<file path="src/rtl/gfx_cmd_parser.sv">
// Byte-stream command parser: collects an opcode plus little-endian operand fields
// and issues one registered raster packet. Bad opcodes and stalled operands raise err_valid.
module gfx_cmd_parser #(
  parameter int DATA_W  = 8,
  parameter int COORD_W = 10,
  parameter int COLOR_W = 8,
  parameter int TIMEOUT = 255
) (
  input  logic               clk,
  input  logic               rst,
  input  logic [DATA_W-1:0]  in_data,
  input  logic               in_valid,
  output logic               in_ready,
  output logic               out_valid,
  input  logic               out_ready,
  output logic [1:0]         out_op,
  output logic [COORD_W-1:0] out_xs,
  output logic [COORD_W-1:0] out_ys,
  output logic [COORD_W-1:0] out_xe,
  output logic [COORD_W-1:0] out_ye,
  output logic [COLOR_W-1:0] out_color,
  output logic               err_valid,
  output logic [1:0]         err_code,
  output logic               busy
);

  localparam int BPC  = (COORD_W + DATA_W - 1) / DATA_W;
  localparam int BPK  = (COLOR_W + DATA_W - 1) / DATA_W;
  localparam int MAXB = (BPC > BPK) ? BPC : BPK;
  localparam int SHW  = MAXB * DATA_W;
  localparam int BIW  = (MAXB > 1) ? $clog2(MAXB) : 1;
  localparam int TW   = (TIMEOUT > 1) ? $clog2(TIMEOUT) : 1;

  localparam logic [1:0] OP_LINE  = 2'd0;
  localparam logic [1:0] OP_RECT  = 2'd1;
  localparam logic [1:0] OP_PIXEL = 2'd2;
  localparam logic [1:0] OP_CLEAR = 2'd3;

  localparam logic [2:0] F_XS  = 3'd0;
  localparam logic [2:0] F_YS  = 3'd1;
  localparam logic [2:0] F_XE  = 3'd2;
  localparam logic [2:0] F_YE  = 3'd3;
  localparam logic [2:0] F_COL = 3'd4;

  typedef enum logic [1:0] {S_IDLE, S_OPERAND, S_ISSUE} state_t;

  state_t             state_q, state_d;
  logic [1:0]         op_q;
  logic [2:0]         fid_q;
  logic [BIW-1:0]     bidx_q;
  logic [TW-1:0]      tcnt_q;
  logic [SHW-1:0]     sh_q;
  logic [COORD_W-1:0] xs_q, ys_q, xe_q, ye_q;

  logic               op_ok;
  logic [1:0]         op_dec;
  logic               xfer;
  logic               field_last;
  logic               tmo_hit;
  logic [SHW-1:0]     asm_full;
  logic [COORD_W-1:0] coord_asm;
  logic [COLOR_W-1:0] color_asm;

  // Handshake: a byte moves on any rising edge where in_valid & in_ready; a packet
  // leaves on any rising edge where out_valid & out_ready, and is held stable until then.

  always_comb begin
    op_ok  = 1'b1;
    op_dec = OP_LINE;
    if (in_data == DATA_W'(8'h4C))      op_dec = OP_LINE;
    else if (in_data == DATA_W'(8'h52)) op_dec = OP_RECT;
    else if (in_data == DATA_W'(8'h50)) op_dec = OP_PIXEL;
    else if (in_data == DATA_W'(8'h43)) op_dec = OP_CLEAR;
    else                                op_ok  = 1'b0;
  end

  assign xfer       = in_valid & in_ready;
  assign field_last = (fid_q == F_COL) ? (bidx_q == BIW'(BPK - 1))
                                       : (bidx_q == BIW'(BPC - 1));
  assign tmo_hit    = (tcnt_q == TW'(TIMEOUT - 1));

  // Bytes shift in from the top, so after n bytes the field sits in the top n bytes.
  assign asm_full  = SHW'({in_data, sh_q} >> DATA_W);
  assign coord_asm = COORD_W'(asm_full >> ((MAXB - BPC) * DATA_W));
  assign color_asm = COLOR_W'(asm_full >> ((MAXB - BPK) * DATA_W));

  always_comb begin
    state_d  = state_q;
    in_ready = 1'b0;
    unique case (state_q)
      S_IDLE: begin
        in_ready = 1'b1;
        if (in_valid && op_ok) state_d = S_OPERAND;
      end
      S_OPERAND: begin
        in_ready = 1'b1;
        if (in_valid && fid_q == F_COL && field_last) state_d = S_ISSUE;
        else if (!in_valid && tmo_hit)                state_d = S_IDLE;
      end
      S_ISSUE: begin
        if (out_ready) state_d = S_IDLE;
      end
      default: state_d = S_IDLE;
    endcase
  end

  always_ff @(posedge clk) begin
    if (rst) state_q <= S_IDLE;
    else     state_q <= state_d;
  end

  assign out_valid = (state_q == S_ISSUE);
  assign busy      = (state_q != S_IDLE);

  always_ff @(posedge clk) begin
    if (rst) begin
      op_q      <= '0;
      fid_q     <= '0;
      bidx_q    <= '0;
      tcnt_q    <= '0;
      sh_q      <= '0;
      xs_q      <= '0;
      ys_q      <= '0;
      xe_q      <= '0;
      ye_q      <= '0;
      out_op    <= '0;
      out_xs    <= '0;
      out_ys    <= '0;
      out_xe    <= '0;
      out_ye    <= '0;
      out_color <= '0;
      err_valid <= 1'b0;
      err_code  <= '0;
    end else begin
      err_valid <= 1'b0;
      case (state_q)
        S_IDLE: begin
          if (xfer) begin
            if (op_ok) begin
              op_q   <= op_dec;
              fid_q  <= (op_dec == OP_CLEAR) ? F_COL : F_XS;
              bidx_q <= '0;
              tcnt_q <= '0;
              sh_q   <= '0;
            end else if (in_data != '0) begin
              err_valid <= 1'b1;
              err_code  <= 2'd1;
            end
          end
        end
        S_OPERAND: begin
          if (xfer) begin
            tcnt_q <= '0;
            if (field_last) begin
              bidx_q <= '0;
              sh_q   <= '0;
              fid_q  <= (fid_q == F_YS && op_q == OP_PIXEL) ? F_COL : fid_q + 3'd1;
              case (fid_q)
                F_XS: xs_q <= coord_asm;
                F_YS: ys_q <= coord_asm;
                F_XE: xe_q <= coord_asm;
                F_YE: ye_q <= coord_asm;
                default: begin
                  out_op    <= op_q;
                  out_color <= color_asm;
                  case (op_q)
                    OP_RECT: begin
                      out_xs <= (xs_q <= xe_q) ? xs_q : xe_q;
                      out_xe <= (xs_q <= xe_q) ? xe_q : xs_q;
                      out_ys <= (ys_q <= ye_q) ? ys_q : ye_q;
                      out_ye <= (ys_q <= ye_q) ? ye_q : ys_q;
                    end
                    OP_PIXEL: begin
                      out_xs <= xs_q;
                      out_xe <= xs_q;
                      out_ys <= ys_q;
                      out_ye <= ys_q;
                    end
                    OP_CLEAR: begin
                      out_xs <= '0;
                      out_ys <= '0;
                      out_xe <= '1;
                      out_ye <= '1;
                    end
                    default: begin
                      out_xs <= xs_q;
                      out_ys <= ys_q;
                      out_xe <= xe_q;
                      out_ye <= ye_q;
                    end
                  endcase
                end
              endcase
            end else begin
              sh_q   <= asm_full;
              bidx_q <= bidx_q + BIW'(1);
            end
          end else if (tmo_hit) begin
            err_valid <= 1'b1;
            err_code  <= 2'd2;
          end else begin
            tcnt_q <= tcnt_q + TW'(1);
          end
        end
        default: ;
      endcase
    end
  end

endmodule
</file>
<file path="config.mk">
export PLATFORM = sky130hd
export DESIGN_NAME = gfx_cmd_parser
export DESIGN_NICKNAME = d
export VERILOG_FILES = /design/src/rtl/gfx_cmd_parser.sv
export SDC_FILE = /design/constraint.sdc
export NUM_CORES = 1
export LEC_CHECK = 0
export ABC_AREA = 1
export CORE_MARGIN = 1
export CORE_UTILIZATION = 35
export DETAILED_ROUTE_END_ITERATION = 7
export MAX_ROUTING_LAYER = met4
export PLACE_DENSITY = 0.67
export SYNTH_ARGS = -nofsm -noshare
export SYNTH_HDL_FRONTEND = slang
export SYNTH_SLANG_ARGS = --single-unit
</file>
<file path="constraint.sdc">
create_clock -name clk -period 2.15 [get_ports clk]
set_input_delay 0.645 -clock clk [delete_from_list [all_inputs] [get_ports clk]]
set_output_delay 0.645 -clock clk [all_outputs]
set_load 0.05 [all_outputs]
</file>
==> results of run 1 <==
[repair_timing]
action                     4_1_cts  5_1_grt
gates cloned                     0        1
setup buffers                    0        6
resized for setup                9       39
pin swaps                        0        8
setup endpoints to repair       19       91
[power by group]
part | switching, mW | internal (mW) | total, mW
clock | 0.952 | 1.81 | 2.76
combinational | 0.115 | 0.0761 | 0.191
sequential | 0.00432 | 2.18 | 2.18
total | 1.07 | 4.06 | 5.13
[logic make-up (layout without fill, tap and decap cells)]
logic type,after synthesis,after routing,share of synthesized area (%)
buf+inv,166,288,10.5
flops,117,117,37.9
compound gates,229,229,19.7
xor+xnor,1,1,0.142
fa+ha+maj,28,28,5.67
simple gates,359,359,26.0
[worst max-delay path: stages, from the launching register on]
cell     delay (ps)
dfxtp_2         320
inv_2            80
ha_4            150
nand2_4          60
ha_4            280
nand2_2          60
nor2_2          110
nand2_2         110
nor2_8          160
inv_6            70
nor2_4          150
buf_4           140
inv_4            50
o21ai_2         110
inv_2            40
a21oi_2         110
[layer usage]
| metal | global-route usage, % | part of all wire (%) |
|---|---|---|
| met5 | - | 0 |
| met4 | 7.12 | 2.3 |
| met3 | 4.62 | 6.1 |
| met2 | 32.5 | 45 |
| met1 | 28.0 | 47 |
[worst max path at each step]
| stage | slack [ps] | start | to | depth (start not counted) |
|---|---|---|---|---|
| finish | 70 | fid_q[1] | out_ys[5] | 15 |
| global placement | -290 | in_data[1] | fid_q[2] | 13 |
| CTS | 6 | fid_q[1] | out_xs[1] | 12 |
| detailed placement | -310 | in_data[1] | fid_q[2] | 13 |
| global route | -40 | fid_q[1] | out_ys[8] | 15 |
| floorplan | 110 | fid_q[0] | out_ys[7] | 14 |
[registers in the layout, summed over array words and instances, names as in the netlist]
signal	cells
out_xe	10
out_xs	10
out_ye	10
out_ys	10
xe_q	10
xs_q	10
ye_q	10
ys_q	10
out_color	8
sh_q	8
tcnt_q	8
fid_q	3
err_code	2
op_q	2
out_op	2
state_q	2
bidx_q	1
err_valid	1
[metrics by stage]
| step | cells | total power, mW |
|---|---|---|
| floorplan | 900 | 2.31 |
| global placement | 1210 | 2.41 |
| detailed placement | 1210 | 2.41 |
| CTS | 1240 | 5.17 |
| global route | 1247 | 5.29 |
| finish | 1247 | 5.13 |
[cell usage in the layout (no fill, tap or decap), types with 6 or more instances in the layout]
master           instances
o21ai_0                 87
a21oi_2                  6
inv_1                   97
inv_2                   13
nor2_1                  64
nor3_1                  10
clkbuf_16               17
clkdlybuf4s50_1          9
nand2_1                127
dfxtp_1                115
o21ai_2                  7
ha_1                    26
a21oi_1                109
nand3_1                133
nand2_2                  6
buf_4                  119
buf_12                   6
[cells in the mapped netlist]
cell,number,area share [%]
a211oi_1,1,0.12
a21oi_1,110,8.9
a21oi_2,5,0.71
a31oi_1,2,0.20
buf_1,3,0.18
buf_2,5,0.41
buf_4,1,0.12
buf_6,2,0.36
clkbuf_1,42,2.6
clkinv_1,1,0.061
dfxtp_1,117,38
ha_1,28,5.7
inv_1,101,6.1
inv_2,10,0.61
inv_4,1,0.10
nand2_1,131,8.0
nand2_2,3,0.30
nand3_1,133,11
nand3b_1,1,0.12
nand4_1,5,0.51
nor2_1,66,4.0
nor2_2,2,0.20
nor2_4,2,0.36
nor2_8,1,0.32
nor3_1,11,0.89
nor3_4,1,0.26
nor4_1,1,0.10
o211ai_1,2,0.24
o21ai_0,92,7.5
o21ai_2,5,0.71
o22ai_1,5,0.51
o31ai_1,7,0.85
or2_0,1,0.10
or2_2,1,0.10
xnor2_1,1,0.14
[area by class of cell]
class / count / area, sq um / share of cell area, %
inverters: 113 / 434 / 5.35
flip-flops and latches: 117 / 2340 / 28.9
repair buffers: 144 / 1210 / 14.9
multi-input cells: 617 / 3280 / 40.4
well taps: 225 / 282 / 3.47
repair inverters: 1 / 6.26 / 0.0771
clock buffers: 26 / 499 / 6.15
clock inverters: 4 / 70.1 / 0.863
==> summary.md, run 1 <==
| Metric | Value |
|---|---|
| Crit path kind | flop to flop |
| Final Max Slew Viols | 0 |
| Row cnt | 48 |
| Design area | 0.00812 sq mm |
| Critical Path AT | 2440 ps |
| CTS tree | yes |
| Die X | 135 microns |
| Routability cong. | between 0.8 and 0.9 |
| Pin count of the biggest net entering global routing | 53 |
| Crit share post-route | 96.8% |
| Drt first-iter violations | between 400 and 500 |
| DR DRC count | 0 |
| PnR worst setup slack | 68.1 ps |
| Critical Path RT | 2510 ps |
| Worst min-delay path class | flop to flop |
| Endpoints failing setup | 0 |
| R2r setup slk | between 60 and 70 ps |
| Min-delay src | bidx_q |
| Worst slack, placed | -314 ps |
| R2R cell count | 15 |
| IO Pins | just under 70 |
| Clock transition at path regs | ~50 ps |
| DP Wirelength | between 10000 and 15000 microns |
| ANT nets after route | 0 |
| DP Area | 0.00737 sq mm |
| Hold-fix buffers, CTS | 0 |
| RSZ-0062 raised after global routing | true |
| Worst r2r dst | out_ys[5] |
| Clock Skew | roughly 9.8 ps |
| Ant diodes | 0 |
| Final hold slack | a little under 500 ps |
| Leakage Power | approximately 3.5 nW |
| Synthesized flop and latch total | between 100 and 150 |
| Sequential share of the synthesized area | 37.9% |
| TritonCTS buffer count | 17 |
| Filler Cell Count | 1703 |
| Actual slew at the worst max-slew pin | ~500 ps |
| Gr ovfl total | 0 |
| Worst Setup End Kind | flop |
| Reg2reg start | fid_q[1] |
| Mapped Nets | 940 |
| Core Area | roughly 0.017 sq mm |
| Worst Path Max Fanout | 6 |
| Number of distinct library cells after synthesis | 35 |
| Hold Path Depth | 2 |
| WHS Endpoint | bidx_q |
| Synthesized area | between 0.006 and 0.007 sq mm |
| Via count | roughly 6300 |
| H-tree depth | 4 |
| Area Growth Syn to Fin | 31.4% |
| Post-route minimum period | 2080 ps |
| Fin. Hold Viols | 0 |
| Avg Vias per Cell | between 5 and 6 |
| Wire length per cell | ~15 microns |
| Sink Count | 117 |
| FMAX | 480 MHz |
| Critical path startpoint category | flop |
| Die height | 135 microns |
| First-pass GRT wire length | approximately 30000 microns |
| Synth Instances | 900 |
| Die area | between 0.015 and 0.02 sq mm |
| Clock Latency Late Sink | about 420 ps |
| 1st-pass router iterations | 5 |
| Vias in the first global route | between 5000 and 6000 |
| Fin nets | around 1100 |
| Synth Area per Inst | between 6 and 7 sq um |
| Peak VDD IR | between 0.0005 and 0.0006 V |
| WL final | about 18000 microns |
| Clock tree buffer depth | 2 |
| Max_cap viols | 0 |
| Initial core utilization | 35.8% |
| PortBufs | 67 |
| PD cells | around 630 mW/mm^2 |
| CTS root buf | clkbuf_16 |
| Status | complete, no violations |
| Final TNS setup | 0 ps |
| Share of cells above drive strength 1 | ~20% |
| Antenna violations before repair | 0 |
| Post-Route Utilization | 47.1% |
| GRT Total Usage | about a fifth |
| Synth warn | 0 |
| Max transition margin | between 60 and 70% |
Note: power is estimated with default switching activity, not from simulation.
==> run 2, diff against run 1 <==
--- a/config.mk
+++ b/config.mk
@@ -9,6 +9,7 @@
 export CORE_MARGIN = 1
 export CORE_UTILIZATION = 35
 export DETAILED_ROUTE_END_ITERATION = 7
+export HOLD_SLACK_MARGIN = 0.05
 export MAX_ROUTING_LAYER = met4
 export PLACE_DENSITY = 0.67
 export SYNTH_ARGS = -nofsm -noshare
==> results of run 2 <==
Same layout as run 1: the final DEF is identical, and so are final timing and power.
==> run 3, diff against run 2 <==
--- a/config.mk
+++ b/config.mk
@@ -9,9 +9,10 @@
 export CORE_MARGIN = 1
 export CORE_UTILIZATION = 35
 export DETAILED_ROUTE_END_ITERATION = 7
+export GPL_TIMING_DRIVEN = 0
 export HOLD_SLACK_MARGIN = 0.05
 export MAX_ROUTING_LAYER = met4
-export PLACE_DENSITY = 0.67
+export PLACE_DENSITY = 0.65
 export SYNTH_ARGS = -nofsm -noshare
 export SYNTH_HDL_FRONTEND = slang
 export SYNTH_SLANG_ARGS = --single-unit
==> constraint.sdc (replaced) <==
create_clock -name clk -period 2.5 [get_ports clk]
set_input_delay 0.75 -clock clk [delete_from_list [all_inputs] [get_ports clk]]
set_output_delay 0.75 -clock clk [all_outputs]
set_load 0.05 [all_outputs]
==> run 3 against run 2 <==
  * Combinational power shrank 26%
  * Die area is the same
  * First-iteration DRC count grew 14%
  * Sequential share of layout area grew 1.4 points
  * Worst setup slack gained 57 ps
  * Cell count shrank 1.7%
  * Register-to-register slack gained 60 ps
  * Count of clock-buffer cells in the layout grew 1
  * Routed wire length grew 8.9%
  * Critical endpoint is now out_xs[7]
==> summary.md, run 3 (synthesis gave the netlist of run 1 again) <==
| Metric | Value |
|---|---|
| Status | complete, no violations |
| Critical Path AT | approximately 2700 ps |
| H-tree depth | 4 |
| Max transition margin | around 40% |
| Avg Vias per Cell | roughly 5.2 |
| Fin. Hold Viols | 0 |
| Row cnt | 48 |
| Critical-path top delay cell | dfxtp_2 |
| Hold Path Depth | 2 |
| Filler Cell Count | around 1800 |
| Worst Path Max Fanout | 10 |
| Initial core utilization | approximately 36% |
| Peak VDD IR | 0.000528 V |
| Area taken by multi-input logic gates | around 0.0032 sq mm |
| Crit share post-route | 95.0% |
| Actual slew at the worst max-slew pin | between 800 and 900 ps |
| Register area | between 0.002 and 0.0025 sq mm |
| Sink Count | roughly 120 |
| Top delay family on crit path | simple AND/OR/NAND/NOR gates |
| Pin count of the biggest net entering global routing | 17 |
| Gr ovfl total | 0 |
| Reg2reg start | fid_q[0] |
| Worst min-delay path class | flop to flop |
| IO Pins | 68 |
| Antenna violations before repair | 0 |
| Commonest cells after routing, fill and taps aside | nand3_1, nand2_1, dfxtp_1 |
| CTS tree | yes |
| Die height | around 130 microns |
| Via count | 6409 |
| Post-route minimum period | roughly 2400 ps |
| WP buf/inv | 3 |
| Core Area | approximately 0.017 sq mm |
| Die area | about 0.018 sq mm |
| Endpoints failing setup | 0 |
| Final Max Slew Viols | 0 |
| ANT nets after route | 0 |
| Clock tree buffer depth | 2 |
| FMAX | ~420 MHz |
| Critical Path RT | between 2000 and 3000 ps |
| DR DRC count | 0 |
| TritonCTS buffer count | 17 |
| Vias in the first global route | between 5000 and 6000 |
| WL final | 19800 microns |
| Commonest non-fill, non-tap cell in the layout | nand3_1 |
| R2R cell count | 13 |
| GRT Total Usage | 23.1% |
| Worst r2r dst | out_xs[7] |
| PortBufs | 65 |
| Ant diodes | 0 |
| Final Power | about 4.3 mW |
| R2r setup slk | around 130 ps |
| Worst Setup End Kind | flop |
| DP Wirelength | about 14000 microns |
| Largest stage delay, worst path | approximately 340 ps |
| Worst slack, placed | -409 ps |
| PnR worst setup slack | about 130 ps |
| Clock power frac | 53.4% |
| Routability cong. | ~0.9 |
| Max_cap viols | 0 |
| Area Growth Syn to Fin | 25.5% |
| 1st-pass router iterations | 5 |
| Clock Skew | 6.72 ps |
| Final hold slack | a little under 500 ps |
| Critical path startpoint category | flop |
| Fin nets | roughly 1000 |
| Seq pwr share | 43.3% |
| PD cells | 558 mW/mm^2 |
| Drt first-iter violations | roughly 480 |
| Hold-fix buffers, CTS | 0 |
| Psw | ~950 uW |
| Clock Latency Late Sink | 420 ps |
| Final TNS setup | 0 ps |
| CTS root buf | clkbuf_16 |
| Die X | approximately 130 microns |
| RSZ-0062 raised after global routing | true |
| Share of cells above drive strength 1 | 8.29% |
| Pint | between 3 and 4 mW |
| First-pass GRT wire length | about 31000 microns |
| Leakage Power | roughly 3.2 nW |
| Wire length per cell | approximately 16 microns |
| Clock transition at path regs | about 50 ps |
| Sw frac | between 20 and 25% |
| WHS Endpoint | tcnt_q[5] |
| Combinational share of power | 3.3% |
| Crit path kind | flop to flop |
| Min-delay src | tcnt_q[5] |
| Crit-path cells | inv_1 > ha_2 > nand2_2 > ha_4 > nand2_1 > nor2_2 > nand2_4 > nor2_8 > inv_6 > nor3_4 > buf_6 > nand3_1 > a21oi_1 |
==> run 3: cell types whose count changed in the layout (fill, tap and decap cells not counted), moves of 6 or more <==
cell             change
buf_12               -6
buf_2                +6
clkdlybuf4s50_1     +51
buf_4              -114
clkbuf_1            +37
==> run 3: worst max path at each step <==
stage | startpoint | cells past startpoint | to
2_1_floorplan | state_q[1] | 2 | out_valid
3_3_place_gp | in_valid | 9 | out_xe[4]
3_5_place_dp | in_valid | 9 | out_xe[9]
4_1_cts | fid_q[0] | 13 | out_xs[7]
5_1_grt | fid_q[0] | 15 | out_ys[8]
6_report | fid_q[0] | 13 | out_xs[7]
==> run 3: through the flow <==
stage          utilization (%)  std cells  cell area, sq um
2_1_floorplan                -        900              6180
3_3_place_gp              41.2       1190              7110
3_5_place_dp              41.2       1190              7110
4_1_cts                   44.5       1221              7670
5_1_grt                   45.0       1226              7750
6_report                  45.0       1226              7750
==> run 3: area by class of cell <==
| cell class | count | area share [%] |
|---|---|---|
| Clock inverter | 4 | 0.581 |
| Multi-Input combinational cell | 618 | 41.7 |
| Buffer | 53 | 3.03 |
| Timing Repair Buffer | 69 | 8.84 |
| Inverter | 113 | 5.53 |
| Sequential cell | 117 | 30.2 |
| Tap cell | 225 | 3.63 |
| Clock buffer | 27 | 6.49 |
==> run 3: power groups by stage <==
stage	Clock (mW)	Sequential (mW)	Combinational [mW]
4_1_cts	2.33	1.87	0.139
3_3_place_gp	0	1.91	0.137
2_1_floorplan	0	1.92	0.0696
6_report	2.31	1.87	0.142
5_1_grt	2.41	1.87	0.155
3_5_place_dp	0	1.91	0.138
==> run 3: worst reg2reg max path, delay by kind of cell, from the launching register on <==
kind,cells,cell delay (ps)
and+or+nand+nor,7,960
buffers and inverters,3,380
DFF,1,340
AOI/OAI and AO/OA,1,130
adders and majority gates,2,480
==> run 3: per-layer routing <==
metal	vias to the layer above	share of wire [%]	GRT usage, %	wire length [microns]
met5	-	0	-	0
met4	0	1.8	6.30	352
met3	30	7.6	5.29	1500
met2	244	44	35.5	8750
met1	2940	46	30.3	9170
li1	3195	-	-	-
==> run 3: timing repair <==
| action | 4_1_cts | 5_1_grt |
|---|---|---|
| pin swaps | 0 | 3 |
| gates resized for setup | 9 | 16 |
| hold endpoints to repair | 0 | 0 |
| cloned | 0 | 1 |
| setup endpoints to repair | 23 | 74 |
| setup buffers | 0 | 4 |
